## src/rtl/addsub_rr_scheduler.sv

```systemverilog
// addsub_rr_scheduler
//   Shares one 32-bit add/sub datapath among NUM_REQ requesters. Arbitration
//   is round-robin with one operation in flight. The result is registered and
//   handed off with valid/ready backpressure.
//
// Parameters
//   NUM_REQ : number of requesters (2..8)
//   ID_W    : width of rsp_id, 2**ID_W >= NUM_REQ
//
// Ports
//   clk, rst_n            clock, asynchronous active-low reset
//   req_valid[NUM_REQ]    per-requester request
//   req_ready[NUM_REQ]    one-hot grant strobe, IDLE cycle only
//   req_a/req_b           packed operands, requester i at [32i+31:32i]
//   req_sub[NUM_REQ]      1 = A-B, 0 = A+B
//   rsp_valid/rsp_ready   result handshake
//   rsp_id                index of the requester owning the result
//   rsp_sum/rsp_cout      result and carry-out (subtract: 1 = no borrow)
//   rsp_ovf               signed overflow when ADDSUB_SCHED_OVF_EN is defined,
//                         otherwise constant 0
//
// Build option: define ADDSUB_SCHED_OVF_EN to enable overflow detection.

module adder_subtractor_operator (
  input  logic [31:0] a,
  input  logic [31:0] b,
  input  logic        cin,
  output logic [31:0] sum,
  output logic        cout
);
  logic [32:0] total;

  // cin doubles as the subtract select: invert B and add one.
  assign total       = {1'b0, a} + {1'b0, b ^ {32{cin}}} + {32'd0, cin};
  assign {cout, sum} = total;
endmodule

module addsub_rr_scheduler #(
  parameter int NUM_REQ = 4,
  parameter int ID_W    = 2
) (
  input  logic                  clk,
  input  logic                  rst_n,
  input  logic [NUM_REQ-1:0]    req_valid,
  output logic [NUM_REQ-1:0]    req_ready,
  input  logic [NUM_REQ*32-1:0] req_a,
  input  logic [NUM_REQ*32-1:0] req_b,
  input  logic [NUM_REQ-1:0]    req_sub,
  output logic                  rsp_valid,
  input  logic                  rsp_ready,
  output logic [ID_W-1:0]       rsp_id,
  output logic [31:0]           rsp_sum,
  output logic                  rsp_cout,
  output logic                  rsp_ovf
);

  localparam int unsigned NREQ = NUM_REQ;

  typedef enum logic [1:0] {
    IDLE,
    EXEC,
    RESP
  } state_t;

  state_t          state;
  logic [ID_W-1:0] rr_last;
  logic [31:0]     op_a;
  logic [31:0]     op_b;
  logic            op_sub;
  logic [ID_W-1:0] op_id;

  logic            grant_found;
  logic [ID_W-1:0] grant_id;
  logic [31:0]     sel_a;
  logic [31:0]     sel_b;
  logic            sel_sub;

  logic [31:0]     add_sum;
  logic            add_cout;

  // Round-robin search starting just after the last granted requester.
  always_comb begin
    int unsigned cand;
    cand        = 0;
    grant_found = 1'b0;
    grant_id    = '0;
    for (int unsigned k = 1; k <= NREQ; k++) begin
      cand = (32'(rr_last) + k) % NREQ;
      if (!grant_found && (|(req_valid & (NUM_REQ'(1) << cand)))) begin
        grant_found = 1'b1;
        grant_id    = ID_W'(cand);
      end
    end
  end

  // Operand mux for the granted requester.
  always_comb begin
    sel_a   = '0;
    sel_b   = '0;
    sel_sub = 1'b0;
    for (int unsigned i = 0; i < NREQ; i++) begin
      if (ID_W'(i) == grant_id) begin
        sel_a   = req_a[32*i +: 32];
        sel_b   = req_b[32*i +: 32];
        sel_sub = |(req_sub & (NUM_REQ'(1) << i));
      end
    end
  end

  // Grant strobe is combinational and lives only for the IDLE cycle. It is
  // also forced low while reset is held, so no grant shows during reset.
  always_comb begin
    req_ready = '0;
    if (rst_n && (state == IDLE) && grant_found) begin
      req_ready = NUM_REQ'(1) << grant_id;
    end
  end

  adder_subtractor_operator u_addsub (
    .a    (op_a),
    .b    (op_b),
    .cin  (op_sub),
    .sum  (add_sum),
    .cout (add_cout)
  );

  always_ff @(posedge clk or negedge rst_n) begin
    if (!rst_n) begin
      state     <= IDLE;
      rr_last   <= ID_W'(NUM_REQ - 1);
      op_a      <= '0;
      op_b      <= '0;
      op_sub    <= 1'b0;
      op_id     <= '0;
      rsp_valid <= 1'b0;
      rsp_id    <= '0;
      rsp_sum   <= '0;
      rsp_cout  <= 1'b0;
    end else begin
      case (state)
        IDLE: begin
          if (grant_found) begin
            op_a    <= sel_a;
            op_b    <= sel_b;
            op_sub  <= sel_sub;
            op_id   <= grant_id;
            rr_last <= grant_id;
            state   <= EXEC;
          end
        end
        EXEC: begin
          rsp_sum   <= add_sum;
          rsp_cout  <= add_cout;
          rsp_id    <= op_id;
          rsp_valid <= 1'b1;
          state     <= RESP;
        end
        RESP: begin
          if (rsp_ready) begin
            rsp_valid <= 1'b0;
            state     <= IDLE;
          end
        end
        default: state <= IDLE;
      endcase
    end
  end

`ifdef ADDSUB_SCHED_OVF_EN
  logic ovf;

  // Signed overflow: the effective operands agree in sign but the result does not.
  assign ovf = op_sub ? ((op_a[31] != op_b[31]) && (add_sum[31] != op_a[31]))
                      : ((op_a[31] == op_b[31]) && (add_sum[31] != op_a[31]));

  always_ff @(posedge clk or negedge rst_n) begin
    if (!rst_n) begin
      rsp_ovf <= 1'b0;
    end else if (state == EXEC) begin
      rsp_ovf <= ovf;
    end
  end
`else
  assign rsp_ovf = 1'b0;
`endif

endmodule

```

## config.mk

```make
export PLATFORM = sky130hd
export DESIGN_NAME = addsub_rr_scheduler
export DESIGN_NICKNAME = d
export VERILOG_FILES = /design/src/rtl/addsub_rr_scheduler.sv
export SDC_FILE = /design/constraint.sdc
export NUM_CORES = 1
export LEC_CHECK = 0
export CORE_MARGIN = 8
export CORE_UTILIZATION = 49
export CTS_CLUSTER_SIZE = 14
export DETAILED_ROUTE_END_ITERATION = 6
export PLACE_DENSITY = 0.89
export SYNTH_ARGS = -nofsm -noshare
export SYNTH_HDL_FRONTEND = slang
export SYNTH_SLANG_ARGS = --single-unit
```

## constraint.sdc

```tcl
create_clock -name clk -period 5.4 [get_ports clk]
set_clock_uncertainty 0.15 [all_clocks]
set_input_delay 1.08 -clock clk [delete_from_list [all_inputs] [get_ports clk]]
set_output_delay 1.08 -clock clk [all_outputs]
set_load 0.05 [all_outputs]
```

==> results of run 1 <==
-- synth_stat cells (3+ instances only) --
master and count:
sky130_fd_sc_hd__a211oi_1 70, sky130_fd_sc_hd__a21boi_0 3, sky130_fd_sc_hd__a21o_1 7, sky130_fd_sc_hd__a21oi_1 36, sky130_fd_sc_hd__a221oi_1 4, sky130_fd_sc_hd__a22oi_1 8
sky130_fd_sc_hd__and2_1 67, sky130_fd_sc_hd__and3_1 68, sky130_fd_sc_hd__buf_1 7, sky130_fd_sc_hd__buf_2 18, sky130_fd_sc_hd__buf_4 7, sky130_fd_sc_hd__clkbuf_1 39
sky130_fd_sc_hd__dfrtp_1 105, sky130_fd_sc_hd__ha_1 36, sky130_fd_sc_hd__inv_1 19, sky130_fd_sc_hd__nand2_1 249, sky130_fd_sc_hd__nand2b_1 3, sky130_fd_sc_hd__nand3_1 10
sky130_fd_sc_hd__nand3b_1 5, sky130_fd_sc_hd__nand4_1 4, sky130_fd_sc_hd__nor2_1 22, sky130_fd_sc_hd__nor3_1 14, sky130_fd_sc_hd__nor3b_1 11, sky130_fd_sc_hd__o211ai_1 5
sky130_fd_sc_hd__o21a_1 8, sky130_fd_sc_hd__o21ai_0 34, sky130_fd_sc_hd__o21bai_1 4, sky130_fd_sc_hd__o31ai_1 74, sky130_fd_sc_hd__or3_1 3, sky130_fd_sc_hd__or4_1 3
sky130_fd_sc_hd__xnor2_1 7, sky130_fd_sc_hd__xor2_1 37
-- registers in the layout (all words and copies together) (netlist names) --
register and cells:
rsp_id 2, state 2, op_id 2, rsp_sum 32, op_b 32, rsp_valid 1
op_a 32, rr_last 2, op_sub 1, rsp_cout 1
-- per-layer routing --
metal | GRT usage, % | vias up | share of wire (%)
li1 | - | 4217 | -
met1 | 34.80 | 4083 | 43
met2 | 40.93 | 409 | 45
met3 | 6.489 | 62 | 8.2
met4 | 10.25 | 0 | 3.3
met5 | 0 | - | 0
-- worst min-delay path, cell delays in order (launching register included) --
cell and delay (ns):
sky130_fd_sc_hd__dfrtp_1 0.34, sky130_fd_sc_hd__nand2_1 0.04, sky130_fd_sc_hd__o21ai_0 0.06
-- kinds of logic after synthesis --
family                     synth area share (%)
AOI/OAI and AO/OA                         25.27
xor gates and xnor gates                  4.635
adders and majority gates                 5.658
buffers and inverters                     4.831
DFF                                       32.23
muxes                                    0.3762
other                                   0.04510
and+or+nand+nor                           26.95
-- per-stage QoR --
stage	worst slack [ns]	instances	hold slack [ns]	util, %	instance area, um^2
global route	0.6773	1514	0.3582	70.82	11750
detailed placement	0.8598	1496	0.3193	68.94	11430
finish	0.8312	1514	0.3283	70.82	11750
floorplan	0.6599	1033	0.2894	-	8314
global placement	0.9387	1496	0.3102	68.94	11430
CTS	0.8417	1512	0.3372	70.79	11740
-- final cells by class --
cell class | instances | area, um^2
Multi-Input combinational cell | 834 | 5258
Fill cell | 1339 | 4838
Timing Repair Buffer | 315 | 3143
Sequential cell | 107 | 2681
Tap cell | 220 | 275.3
Clock buffer | 9 | 225.2
Clock inverter | 7 | 82.58
Inverter | 20 | 75.07
Antenna cell | 2 | 5.005
-- final timing paths --
| path | start | cells after the start | slack (ns) | to |
|---|---|---|---|---|
| max | req_valid[2] | 7 | 0.83 | req_ready[1] |
| min | rsp_id[0]$_DFFE_PN0P_ | 2 | 0.33 | rsp_id[0]$_DFFE_PN0P_ |
| max reg2reg | rr_last[0]$_DFFE_PN1P_ | 11 | 1.60 | op_a[23]$_DFFE_PN0P_ |
| min reg2reg | rsp_id[0]$_DFFE_PN0P_ | 2 | 0.33 | rsp_id[0]$_DFFE_PN0P_ |
| max in group asynchronous | rst_n | 2 | 3.14 | op_sub$_DFFE_PN0P_ |
| min in group asynchronous | rst_n | 1 | 0.56 | rsp_valid$_DFFE_PN0P_ |
==> metrics.txt, run 1 <==
run status=complete, no violations; hold buffer count at CTS=0; die outline area=about 21,000 um^2; Synth Warn #=0; count of vias placed by the detailed router=approximately 8,800; CP bufs+invs=2; most common cell after layout, fill and taps aside=sky130_fd_sc_hd__clkdlybuf4s50_1; hold violation count in the final report=0; Fmax achieved=between 200 and 250 MHz; Die Span Y=146.3 um; vias in the first global route=~8,500; post-CTS setup buffer count=0; number of H-tree levels=3; clock edge transition at the registers on the reported setup and hold paths=approximately 0.08 ns; Total GRT Usage=26.40%; Seq/Total Area, Yosys=roughly 32%; shortest clock period the worst path allows after layout=between 4 and 5 ns; Buffers on Ports=approximately 310; most frequent cells in the layout=301 x sky130_fd_sc_hd__clkdlybuf4s50_1, 249 x sky130_fd_sc_hd__nand2_1, 104 x sky130_fd_sc_hd__dfrtp_1; library cell with the largest summed area after synthesis=sky130_fd_sc_hd__dfrtp_1; Placement Rows=between 40 and 50; insertion delay to the later sink of the worst-skew pair=roughly 0.35 ns; cell-by-cell listing of the critical path=clkdlybuf4s50_1, a22oi_1, nand2_1, a21oi_1, o22a_4, nor3_1, buf_12; fraction of layout instances using a drive strength above 1=about 3.9%; GRT overflow=0; standard cell core area=roughly 17,000 um^2; max-capacitance violation count=0; Syn Area/Cell=~8.0 um^2; dominant register cell in the synthesized netlist=sky130_fd_sc_hd__dfrtp_1; transition time at the pin with the least slew margin=around 1.2 ns; classification of the worst-slack hold path=flip-flop to flip-flop; number of library cell types mapped by synthesis=67; area fraction of the dominant cell type after synthesis=roughly a third; biggest cell delay along the critical path=~0.52 ns; vias per cell=between 5 and 6; total clock buffers created by CTS=9; Die X-Extent=146.3 um; initial drt markers=around 740; synthesis-to-finish area growth=41.26%; HPWL after detailed placement=approximately 23,000 um; setup repair after global routing missed its margin=no; initial standard-cell utilization of the core=between 50% and 60%; Routed Wire Length=approximately 29,000 um; Setup Total Neg Slack=0 ns; net count of the mapped netlist=approximately 1,300; Synth Instances=just over 1,000; Largest delay share family, worst path=compound AO/OA/AOI/OAI gates; crit end category=primary output; CTS max path bufs=2; cell with the largest stage delay on the worst path=sky130_fd_sc_hd__o22a_4; remaining number of nets flagged by the antenna check after routing=0; Arrival @ worst endpoint=3.34 ns; Post-Syn Area=~8300 um^2; EDFF count, synth=0; biggest area contributors in the synthesized netlist=sky130_fd_sc_hd__dfrtp_1 32%, sky130_fd_sc_hd__nand2_1 11%, sky130_fd_sc_hd__o31ai_1 6.7%, sky130_fd_sc_hd__a211oi_1 6.3%, sky130_fd_sc_hd__ha_1 5.4%; number of antenna violations at the first check in global routing=2; clock sink count=107; DRC errors left=0; critical path class=input pin to primary output; clock tree from TritonCTS=built; normalized max-slew margin=22.42%; max-slew violation count=0; largest net degree at the start of global routing=approximately 130; number of iterations in the first detailed-routing pass=5; Final period util=about 85%; proportion of synthesized flip-flops having asynchronous set or reset=100.0%; GP Congestion=around 1.0; setup-violating endpoint count in the final report=0; number of nets at the end of the flow=around 1,600; critical path startpoint category=input pin; I/O pin total=about 310; number of gates resized after cts=0; required time of the worst setup path=around 4.2 ns; Clock Root Buffer=sky130_fd_sc_hd__clkbuf_16; wire length of the first global-routing pass=about 46,000 um; Yosys reg bits=approximately 110; critical path fanouts, max=53; mean routed wirelength per cell=roughly 19 um
Power of run 1 is left out: the tool's default activity adds up to more than one toggle a clock period on the data nets, which glitch-free logic cannot reach.
==> run 2: changes to the inputs <==
Settings changed: CORE_UTILIZATION 49 to 46, PLACE_DENSITY 0.89 to 0.85.
Clock period 5.4 ns to 4.79 ns, I/O delays scaled along.
==> metrics.txt, run 2 (same netlist as run 1, synthesis figures left out) <==
most frequent cells in the layout=301 x sky130_fd_sc_hd__clkdlybuf4s50_1, 249 x sky130_fd_sc_hd__nand2_1, 104 x sky130_fd_sc_hd__dfrtp_1; number of filler cells placed in the layout=~1,500; clock sink count=107; total clock buffers created by CTS=9; DRC errors left=0; transition time at the pin with the least slew margin=between 0.9 and 1 ns; crit end category=primary output; HPWL after detailed placement=23,230 um; most common cell after layout, fill and taps aside=sky130_fd_sc_hd__clkdlybuf4s50_1; standard cell core area=roughly 18,000 um^2; fraction of layout instances using a drive strength above 1=3.796%; Arrival @ worst endpoint=just over 3 ns; count of vias placed by the detailed router=roughly 8,600; hold violation count in the final report=0; met1 capacity usage during global routing=around a third; normalized max-slew margin=~38%; insertion delay to the later sink of the worst-skew pair=0.35 ns; area of the multi-input gates=~5300 um^2; remaining number of nets flagged by the antenna check after routing=0; number of nets at the end of the flow=between 1,500 and 2,000; Final period util=88.06%; critical path fanouts, max=47; critical path startpoint category=input pin; required time of the worst setup path=between 3 and 4 ns; layer with the highest usage after global routing=met2; GP Congestion=between 0.9 and 1; setup repair after global routing missed its margin=no; number of antenna violations at the first check in global routing=2; clock edge transition at the registers on the reported setup and hold paths=0.07 ns; max-slew violation count=0; Clock Root Buffer=sky130_fd_sc_hd__clkbuf_16; classification of the worst-slack hold path=flip-flop to flip-flop; largest net degree at the start of global routing=132; number of H-tree levels=3; Buffers on Ports=306; Setup Total Neg Slack=0 ns; post-CTS setup buffer count=0; leading registers by flop count=op_a x32, op_b x32, rsp_sum x32; synthesis-to-finish area growth=41.40%; clock tree from TritonCTS=built; Routed Wire Length=between 20,000 and 30,000 um; shortest clock period the worst path allows after layout=4.218 ns; Die X-Extent=approximately 150 um; met3 track demand over resource=5.621%; die outline area=22,630 um^2; met2 track utilization from global routing=approximately two fifths; hold buffer count at CTS=0; vias in the first global route=8,387; Total GRT Usage=about 25%; CTS max path bufs=2; Placement Rows=between 40 and 50; max-capacitance violation count=0; setup-violating endpoint count in the final report=0; initial drt markers=667; number of gates resized after cts=0; vias per cell=5.643; mean routed wirelength per cell=between 15 and 20 um; run status=complete, no violations; Sequential Area=about 2700 um^2; initial standard-cell utilization of the core=46.60%; Fmax achieved=237.1 MHz; I/O pin total=approximately 310; GRT overflow=0; wire length of the first global-routing pass=44,500 um; critical path class=input pin to primary output; number of iterations in the first detailed-routing pass=5; Die Span Y=between 150 and 200 um
-- run 2: cell count changes in the layout (fill, tap and decap cells not counted), sizes merged --
cell      delta
bufinv       -1
inv          -1
clkbuf       +1
clkinv       +2
clkinvlp     -2
diode        -1
-- run 2: layout make-up --
cell class              instances  area share [%]
flip-flops and latches        107           22.81
diodes                          1         0.02129
well taps                     229           2.437
inverters                      20          0.6386
repair buffers                315           26.95
multi-input cells             834           44.72
clock inverters                 5          0.3938
clock buffers                  10           2.033
-- run 2: final timing paths --
kind	startpoint	endpoint	slack, ns	cells past startpoint
min in group asynchronous	rst_n	state[0]$_DFFE_PN0P_	0.45	1
max in group asynchronous	rst_n	rsp_sum[29]$_DFFE_PN0P_	2.76	2
worst max-delay path	req_valid[0]	req_ready[1]	0.57	7
worst max register to register	rr_last[0]$_DFFE_PN1P_	op_a[18]$_DFFE_PN0P_	0.89	11
worst min-delay path	rsp_sum[4]$_DFFE_PN0P_	rsp_sum[4]$_DFFE_PN0P_	0.33	1
worst min register to register	rsp_sum[4]$_DFFE_PN0P_	rsp_sum[4]$_DFFE_PN0P_	0.33	1
-- run 2: through the flow --
stage | util (%) | cells | hold WS, ns | setup slack [ns] | instance area [um^2]
floorplan | - | 1033 | 0.2894 | 0.2939 | 8314
global placement | 64.28 | 1505 | 0.3095 | 0.6691 | 11470
detailed placement | 64.28 | 1505 | 0.3188 | 0.5539 | 11470
CTS | 65.88 | 1520 | 0.3359 | 0.6028 | 11750
global route | 65.90 | 1521 | 0.3477 | 0.4230 | 11760
finish | 65.90 | 1521 | 0.3299 | 0.5721 | 11760
-- run 2: routing by layer --
layer  share of wire, %  vias up
met5              0.045        -
met3                7.2       46
met2                 47      321
met1                 43     4006
met4                2.4        2
li1                   -     4208
-- run 2: worst max-delay path, cell delays in order --
cell	delay, ns
sky130_fd_sc_hd__clkdlybuf4s50_1	0.46
sky130_fd_sc_hd__a22oi_1	0.32
sky130_fd_sc_hd__nand2_1	0.24
sky130_fd_sc_hd__a21oi_1	0.35
sky130_fd_sc_hd__o22a_4	0.46
sky130_fd_sc_hd__nor3_1	0.10
sky130_fd_sc_hd__buf_4	0.21
Power of run 2 is left out for the same reason.
